[src/rtl/decode_stage.sv]
// RV32I decode with a 2-entry output skid FIFO and an illegal-instruction counter.
// Optional M-extension decode is enabled by defining DECODE_RV32M_EN.
module decode_stage #(
  parameter int XLEN  = 32,
  parameter int RA_W  = 5,
  parameter int CNT_W = 8
) (
  input  logic             clk,
  input  logic             rst_n,
  input  logic             in_valid,
  output logic             in_ready,
  input  logic [31:0]      in_instr,
  input  logic [XLEN-1:0]  in_pc,
  input  logic             flush,
  output logic             out_valid,
  input  logic             out_ready,
  output logic [XLEN-1:0]  out_pc,
  output logic [RA_W-1:0]  rs1,
  output logic [RA_W-1:0]  rs2,
  output logic [RA_W-1:0]  rd,
  output logic [1:0]       r_w_src,
  output logic             alu_imm_b,
  output logic             alu_pc_a,
  output logic [2:0]       alu_op,
  output logic             alu_alt,
  output logic             alu_mul,
  output logic [XLEN-1:0]  imm,
  output logic             cmp_z,
  output logic             cmp_inv,
  output logic [1:0]       bra_mode,
  output logic             mem_en,
  output logic             mem_rw,
  output logic [2:0]       mem_func,
  output logic             illegal,
  output logic [CNT_W-1:0] illegal_cnt
);

  if (XLEN != 32 && XLEN != 64) begin : g_bad_xlen
    $error("decode_stage: XLEN must be 32 or 64");
  end
  if (RA_W > 5 || RA_W < 1) begin : g_bad_ra_w
    $error("decode_stage: RA_W must be 1..5");
  end

  typedef struct packed {
    logic [XLEN-1:0] pc;
    logic [RA_W-1:0] rs1;
    logic [RA_W-1:0] rs2;
    logic [RA_W-1:0] rd;
    logic [1:0]      r_w_src;
    logic            alu_imm_b;
    logic            alu_pc_a;
    logic [2:0]      alu_op;
    logic            alu_alt;
    logic            alu_mul;
    logic [XLEN-1:0] imm;
    logic            cmp_z;
    logic            cmp_inv;
    logic [1:0]      bra_mode;
    logic            mem_en;
    logic            mem_rw;
    logic [2:0]      mem_func;
    logic            illegal;
  } dec_t;

  logic [6:0]  opc;
  logic [2:0]  f3;
  logic [6:0]  f7;
  logic [4:0]  rs1_f, rs2_f, rd_f;
  logic [31:0] imm32;
  logic        use_rs1, use_rs2, use_rd, ill;
  dec_t        dec;

  assign opc   = in_instr[6:0];
  assign f3    = in_instr[14:12];
  assign f7    = in_instr[31:25];
  assign rs1_f = in_instr[19:15];
  assign rs2_f = in_instr[24:20];
  assign rd_f  = in_instr[11:7];

  // Combinational decode; illegal encodings collapse to an all-zero entry.
  always_comb begin
    dec     = '0;
    imm32   = '0;
    use_rs1 = 1'b0;
    use_rs2 = 1'b0;
    use_rd  = 1'b0;
    ill     = 1'b0;
    if (in_instr[1:0] != 2'b11) begin
      ill = 1'b1;
    end else begin
      case (opc)
        7'b0110111, 7'b0010111: begin
          imm32         = {in_instr[31:12], 12'b0};
          use_rd        = 1'b1;
          dec.alu_imm_b = 1'b1;
          dec.alu_pc_a  = ~opc[5];
          dec.r_w_src   = 2'b01;
        end
        7'b1101111: begin
          imm32 = {{12{in_instr[31]}}, in_instr[19:12],
                   in_instr[20], in_instr[30:21], 1'b0};
          use_rd       = 1'b1;
          dec.r_w_src  = 2'b11;
          dec.bra_mode = 2'b01;
        end
        7'b1100111: begin
          imm32 = {{20{in_instr[31]}}, in_instr[31:20]};
          use_rs1       = 1'b1;
          use_rd        = 1'b1;
          dec.alu_imm_b = 1'b1;
          dec.r_w_src   = 2'b11;
          dec.bra_mode  = 2'b11;
          ill           = (f3 != 3'b000);
        end
        7'b0000011: begin
          imm32 = {{20{in_instr[31]}}, in_instr[31:20]};
          use_rs1       = 1'b1;
          use_rd        = 1'b1;
          dec.alu_imm_b = 1'b1;
          dec.r_w_src   = 2'b10;
          dec.mem_en    = 1'b1;
          dec.mem_func  = f3;
          ill = (f3 == 3'b011) || (f3[2:1] == 2'b11);
        end
        7'b0100011: begin
          imm32 = {{20{in_instr[31]}}, in_instr[31:25],
                   in_instr[11:7]};
          use_rs1       = 1'b1;
          use_rs2       = 1'b1;
          dec.alu_imm_b = 1'b1;
          dec.mem_en    = 1'b1;
          dec.mem_rw    = 1'b1;
          dec.mem_func  = f3;
          ill           = (f3 > 3'b010);
        end
        7'b1100011: begin
          imm32 = {{20{in_instr[31]}}, in_instr[7],
                   in_instr[30:25], in_instr[11:8], 1'b0};
          use_rs1      = 1'b1;
          use_rs2      = 1'b1;
          dec.bra_mode = 2'b10;
          dec.cmp_z    = ~f3[2];
          dec.cmp_inv  = f3[0];
          ill          = (f3[2:1] == 2'b01);
        end
        7'b0010011: begin
          imm32 = {{20{in_instr[31]}}, in_instr[31:20]};
          use_rs1       = 1'b1;
          use_rd        = 1'b1;
          dec.alu_imm_b = 1'b1;
          dec.alu_op    = f3;
          dec.alu_alt   = (f3 == 3'b101) & in_instr[30];
          dec.r_w_src   = 2'b01;
        end
        7'b0110011: begin
          use_rs1     = 1'b1;
          use_rs2     = 1'b1;
          use_rd      = 1'b1;
          dec.alu_op  = f3;
          dec.r_w_src = 2'b01;
          if (f7 == 7'b0000000 || f7 == 7'b0100000)
            dec.alu_alt = in_instr[30];
`ifdef DECODE_RV32M_EN
          else if (f7 == 7'b0000001)
            dec.alu_mul = 1'b1;
`endif
          else
            ill = 1'b1;
        end
        default: ill = 1'b1;
      endcase
    end
    dec.imm = XLEN'($signed(imm32));
    dec.rs1 = use_rs1 ? rs1_f[RA_W-1:0] : '0;
    dec.rs2 = use_rs2 ? rs2_f[RA_W-1:0] : '0;
    dec.rd  = use_rd  ? rd_f[RA_W-1:0]  : '0;
    dec.pc  = in_pc;
    if (ill) begin
      dec         = '0;
      dec.pc      = in_pc;
      dec.illegal = 1'b1;
    end
  end

  dec_t             slot0_q, slot0_d, slot1_q, slot1_d, head;
  logic [1:0]       cnt_q, cnt_d;
  logic             rdy_q, rdy_d;
  logic [CNT_W-1:0] icnt_q, icnt_d;
  logic             push, pop;

  assign push = in_valid & rdy_q & ~flush;
  assign pop  = (cnt_q != 2'd0) & out_ready;

  // FIFO next state; in_ready is precomputed from the next count.
  always_comb begin
    slot0_d = slot0_q;
    slot1_d = slot1_q;
    cnt_d   = cnt_q;
    icnt_d  = icnt_q;
    if (flush) begin
      cnt_d = 2'd0;
    end else begin
      case (cnt_q)
        2'd0: begin
          if (push) begin
            slot0_d = dec;
            cnt_d   = 2'd1;
          end
        end
        2'd1: begin
          if (push && pop) begin
            slot0_d = dec;
          end else if (push) begin
            slot1_d = dec;
            cnt_d   = 2'd2;
          end else if (pop) begin
            cnt_d = 2'd0;
          end
        end
        default: begin
          if (pop) begin
            slot0_d = slot1_q;
            cnt_d   = 2'd1;
          end
        end
      endcase
    end
    rdy_d = (cnt_d != 2'd2);
    if (push && dec.illegal && icnt_q != '1)
      icnt_d = icnt_q + CNT_W'(1);
  end

  // State register with synchronous active-low reset.
  always_ff @(posedge clk) begin
    if (!rst_n) begin
      slot0_q <= '0;
      slot1_q <= '0;
      cnt_q   <= 2'd0;
      rdy_q   <= 1'b1;
      icnt_q  <= '0;
    end else begin
      slot0_q <= slot0_d;
      slot1_q <= slot1_d;
      cnt_q   <= cnt_d;
      rdy_q   <= rdy_d;
      icnt_q  <= icnt_d;
    end
  end

  assign out_valid   = (cnt_q != 2'd0);
  assign in_ready    = rdy_q;
  assign illegal_cnt = icnt_q;
  assign head        = out_valid ? slot0_q : '0;

  assign out_pc    = head.pc;
  assign rs1       = head.rs1;
  assign rs2       = head.rs2;
  assign rd        = head.rd;
  assign r_w_src   = head.r_w_src;
  assign alu_imm_b = head.alu_imm_b;
  assign alu_pc_a  = head.alu_pc_a;
  assign alu_op    = head.alu_op;
  assign alu_alt   = head.alu_alt;
  assign alu_mul   = head.alu_mul;
  assign imm       = head.imm;
  assign cmp_z     = head.cmp_z;
  assign cmp_inv   = head.cmp_inv;
  assign bra_mode  = head.bra_mode;
  assign mem_en    = head.mem_en;
  assign mem_rw    = head.mem_rw;
  assign mem_func  = head.mem_func;
  assign illegal   = head.illegal;

endmodule

[config.mk]
export PLATFORM = sky130hd
export DESIGN_NAME = decode_stage
export DESIGN_NICKNAME = d
export VERILOG_FILES = /design/src/rtl/decode_stage.sv
export SDC_FILE = /design/constraint.sdc
export NUM_CORES = 1
export LEC_CHECK = 0
export ABC_AREA = 1
export CORE_MARGIN = 4
export CORE_UTILIZATION = 34
export DETAILED_ROUTE_END_ITERATION = 10
export PLACE_DENSITY = 0.65
export RECOVER_POWER = 100
export SLEW_MARGIN = 20
export SYNTH_ARGS = -nofsm -noshare
export SYNTH_HDL_FRONTEND = slang
export SYNTH_SLANG_ARGS = --single-unit
[constraint.sdc]
create_clock -name clk -period 3.9 [get_ports clk]
set_clock_uncertainty 0.05 [all_clocks]
set_input_delay 0.585 -clock clk [delete_from_list [all_inputs] [get_ports clk]]
set_output_delay 0.585 -clock clk [all_outputs]
set_load 0.01 [all_outputs]
==> impl_summary.log <==
[metrics] run status: finished, violations left
[metrics] violations in the final reports: capacitance limit, slew limit
[metrics] Hold Startpoint: slot1_q[82]
[metrics] register area share after synthesis: 42.1%
[metrics] slew at the pin closest to its max-slew limit: 1720 ps
[metrics] number of distinct library cell variants in the gate-level netlist after synthesis: 34
[metrics] TritonCTS clock tree: built
[metrics] floorplan row count: 61
[metrics] vias: 9707
[metrics] required time reported for the critical path endpoint: 4320 ps
[metrics] post-synthesis cell count: 1445
[metrics] worst hold path cell count: 2
[metrics] FF+latch area: 4100 um2
[metrics] Reg2Reg Launch Point: cnt_q[1]
[metrics] top area cells in the synthesized netlist: dfxtp_1, a21oi_1, o21ai_0
[metrics] post-detailed-route count of antenna-violating nets: 0
[metrics] worst setup slack after layout: 596 ps
[metrics] capturing element type of the critical path: flip-flop
[metrics] GP Congestion: 0.876
[metrics] number of violations reported at the end of detailed-routing iteration 0: 756
[metrics] Post-Synthesis Mean Instance Area: 6.74 um2
[metrics] number of nets in the final layout: 1620
[metrics] area fraction of the dominant cell type after synthesis: 42.1%
[metrics] VDD IR max: 306 uV
[metrics] wire length after detailed routing: 30100 um
[metrics] share of final-layout standard cells stronger than drive strength 1: 4.98%
[metrics] synthesis-to-finish area growth: 27.1%
[metrics] number of antenna cells inserted: 0
[metrics] Routed WL per cell: 15.5 um
[metrics] CTS Buf Count: 24
[metrics] wire length of the first global-routing pass: 47900 um
[metrics] hpwl dp: 19700 um
[metrics] total grt overflow: 0
[metrics] pins over their slew limit: 93
[metrics] leakage dissipation: 4.94 nW
[metrics] share of the clock period used by the worst path: 84.7%
[metrics] DRC violations left: 0
[metrics] number of sinks driven by the clock tree: 205
[metrics] cell type with the largest total area after synthesis: dfxtp_1
[metrics] total routing usage reported by global routing: 18.4%
[metrics] number of flip-flops and latches in the synthesized netlist: 205
[metrics] kind of path behind the tightest hold check: flip-flop to flip-flop
[metrics] Die Area: 31400 um2
[metrics] post-synthesis instance area: 9740 um2
[metrics] hold-fix buffer count after cts: 0
[metrics] Post-CTS Setup Repair Bufs: 0
[metrics] max-cap violation count: 1
[metrics] H-tree levels: 1
[metrics] WHS Endpoint: slot1_q[82]
[metrics] core region area: 28000 um2
[metrics] clock period minus final worst setup slack: 3300 ps
[metrics] start-to-end type of the worst setup path: input pin to flip-flop
[metrics] width of the chip: 177 um
[metrics] data arrival time of the critical path: 3720 ps
[metrics] Max Root-Sink Buffers: 3
[metrics] final-report setup violation count: 0
[metrics] Post-Synthesis Net Count: 1515
[metrics] number of cells on the worst reg-to-reg path: 6
[metrics] top fanout value on the critical path: 20
[metrics] setup repair after global routing missed its margin: false
[metrics] Layout fillers: 2921
[metrics] port buffer count: 175
[metrics] total I/O pin count: 177
[metrics] Resized cells post-CTS: 0
[metrics] setup slack at placement: 755 ps
[metrics] synth warn: 0
[metrics] number of vias per cell: 5.00
[metrics] Initial Util: 34.8%
[metrics] Fmax achieved: 303 MHz
[metrics] Total Negative Setup Slacks: 0 ps
[metrics] end of the worst register-to-register path: slot1_q[0]
[metrics] source-to-sink clock delay at the later pin of the worst-skew pair: 510 ps
[metrics] Pwr per Cell Area: 383 nW/um2
[metrics] maximum number of pins on one net before global-route repair: 115
[metrics] Hold Violations, Final: 0
[metrics] initial antenna violation count: 0
[metrics] slack of the worst reg-to-reg path: 730 ps
[metrics] Clock Pin Slew Worst Setup and Hold Paths: 60 ps
[metrics] area used by multi-input combinational logic: 4490 um2
[metrics] kind of launch point of the worst setup path: input pin
[metrics] vias in the first global route: 9026
[metrics] relative max-transition margin: -14.6%
[metrics] master cell of the clock root buffer: clkbuf_16
[metrics] die outline height: 177 um
[metrics] number of iterations in the first detailed-routing pass: 5
worst max-delay path, stage by stage:
cell and delay [ps]:
clkdlybuf4s50_1 470, nand2_2 90, nor2_1 450, nand2_1 260, o21ai_0 200, nor2_1 80
nand2_1 740, nor2_1 70, clkbuf_2 350, or2_2 370, inv_1 50
kinds of logic after synthesis:
| group | Yosys count | synth area share, % |
|---|---|---|
| buffers and inverters | 281 | 11.7 |
| and+or+nand+nor | 483 | 20.9 |
| DFF | 205 | 42.1 |
| other | 1 | 0.0385 |
| AOI/OAI and AO/OA | 468 | 24.6 |
| xor gates and xnor gates | 6 | 0.540 |
| adders and majority gates | 1 | 0.128 |
area by class of cell:
class | count | area share, %
Timing Repair Buffer | 187 | 15.2
Sequential cell | 205 | 33.2
Multi-Input combinational cell | 959 | 36.3
Clock buffer | 37 | 6.07
Tap cell | 378 | 3.82
Inverter | 173 | 5.29
Clock inverter | 4 | 0.192
report_power, final:
| part | internal, W | switching [W] | leakage (nW) |
|---|---|---|---|
| logic | 0.000145 | 0.000231 | 2.89 |
| registers | 0.00215 | 0.0000279 | 1.66 |
| clock network | 0.00131 | 0.000864 | 0.387 |
| total | 0.00361 | 0.00112 | 4.94 |
cells in the final DEF, fill, tap and decap left out, types with 4 or more instances in the layout:
cell type / instances
nand3_1: 78
clkbuf_1: 4
nor2_1: 143
dlygate4sd3_1: 104
nand4_1: 15
clkbuf_16: 25
nand2_1: 227
o21ai_0: 200
clkbuf_8: 8
dfxtp_1: 205
a21oi_1: 248
nor3_1: 4
a31oi_1: 8
inv_1: 168
a21oi_2: 9
buf_4: 6
clkdlybuf4s50_1: 70
nand2_2: 5
how the worst max path moves through the flow:
| stage | endpoint | from |
|---|---|---|
| final | slot1_q[0] | in_instr[1] |
| after floorplan | out_valid | cnt_q[1] |
| after CTS | imm[2] | cnt_q[0] |
| after detailed placement | slot0_q[14] | in_instr[13] |
| after global placement | slot0_q[14] | in_instr[13] |
| after global routing | slot1_q[26] | in_instr[3] |
metal layers:
metal / GRT usage, % / part of all wire (%)
met5: 0 / 0
met2: 29.7 / 45
met3: 2.69 / 6.0
met4: 4.67 / 2.5
met1: 26.0 / 47
synthesized netlist by cell type (all sizes together):
library cell,n
clkinv,1
ha,1
nor3,5
inv,172
xnor2,3
conb,1
o211ai,1
nand3b,1
xor2,3
dfxtp,205
o21ai,200
a21oi,257
clkbuf,76
nand2,232
a31oi,8
nor2,150
or2,1
buf,32
a22oi,1
nand4,15
a21boi,1
nand3,79
registers in the layout (all words and copies together), names as in the netlist:
name / cells
slot1_q: 97
illegal_cnt: 8
slot0_q: 97
cnt_q: 2
in_ready: 1
through the flow:
stage	hold slack [ps]	utilization (%)	instance area [um2]	total power (W)	cells
after global placement	383	41.5	11600	0.00260	1902
after detailed placement	389	41.5	11600	0.00261	1902
after CTS	397	44.3	12400	0.00480	1943
final	396	44.2	12400	0.00474	1943
after floorplan	375	-	9740	0.00244	1445
after global routing	412	44.2	12400	0.00491	1943
Power figures use the tool's default switching activity.
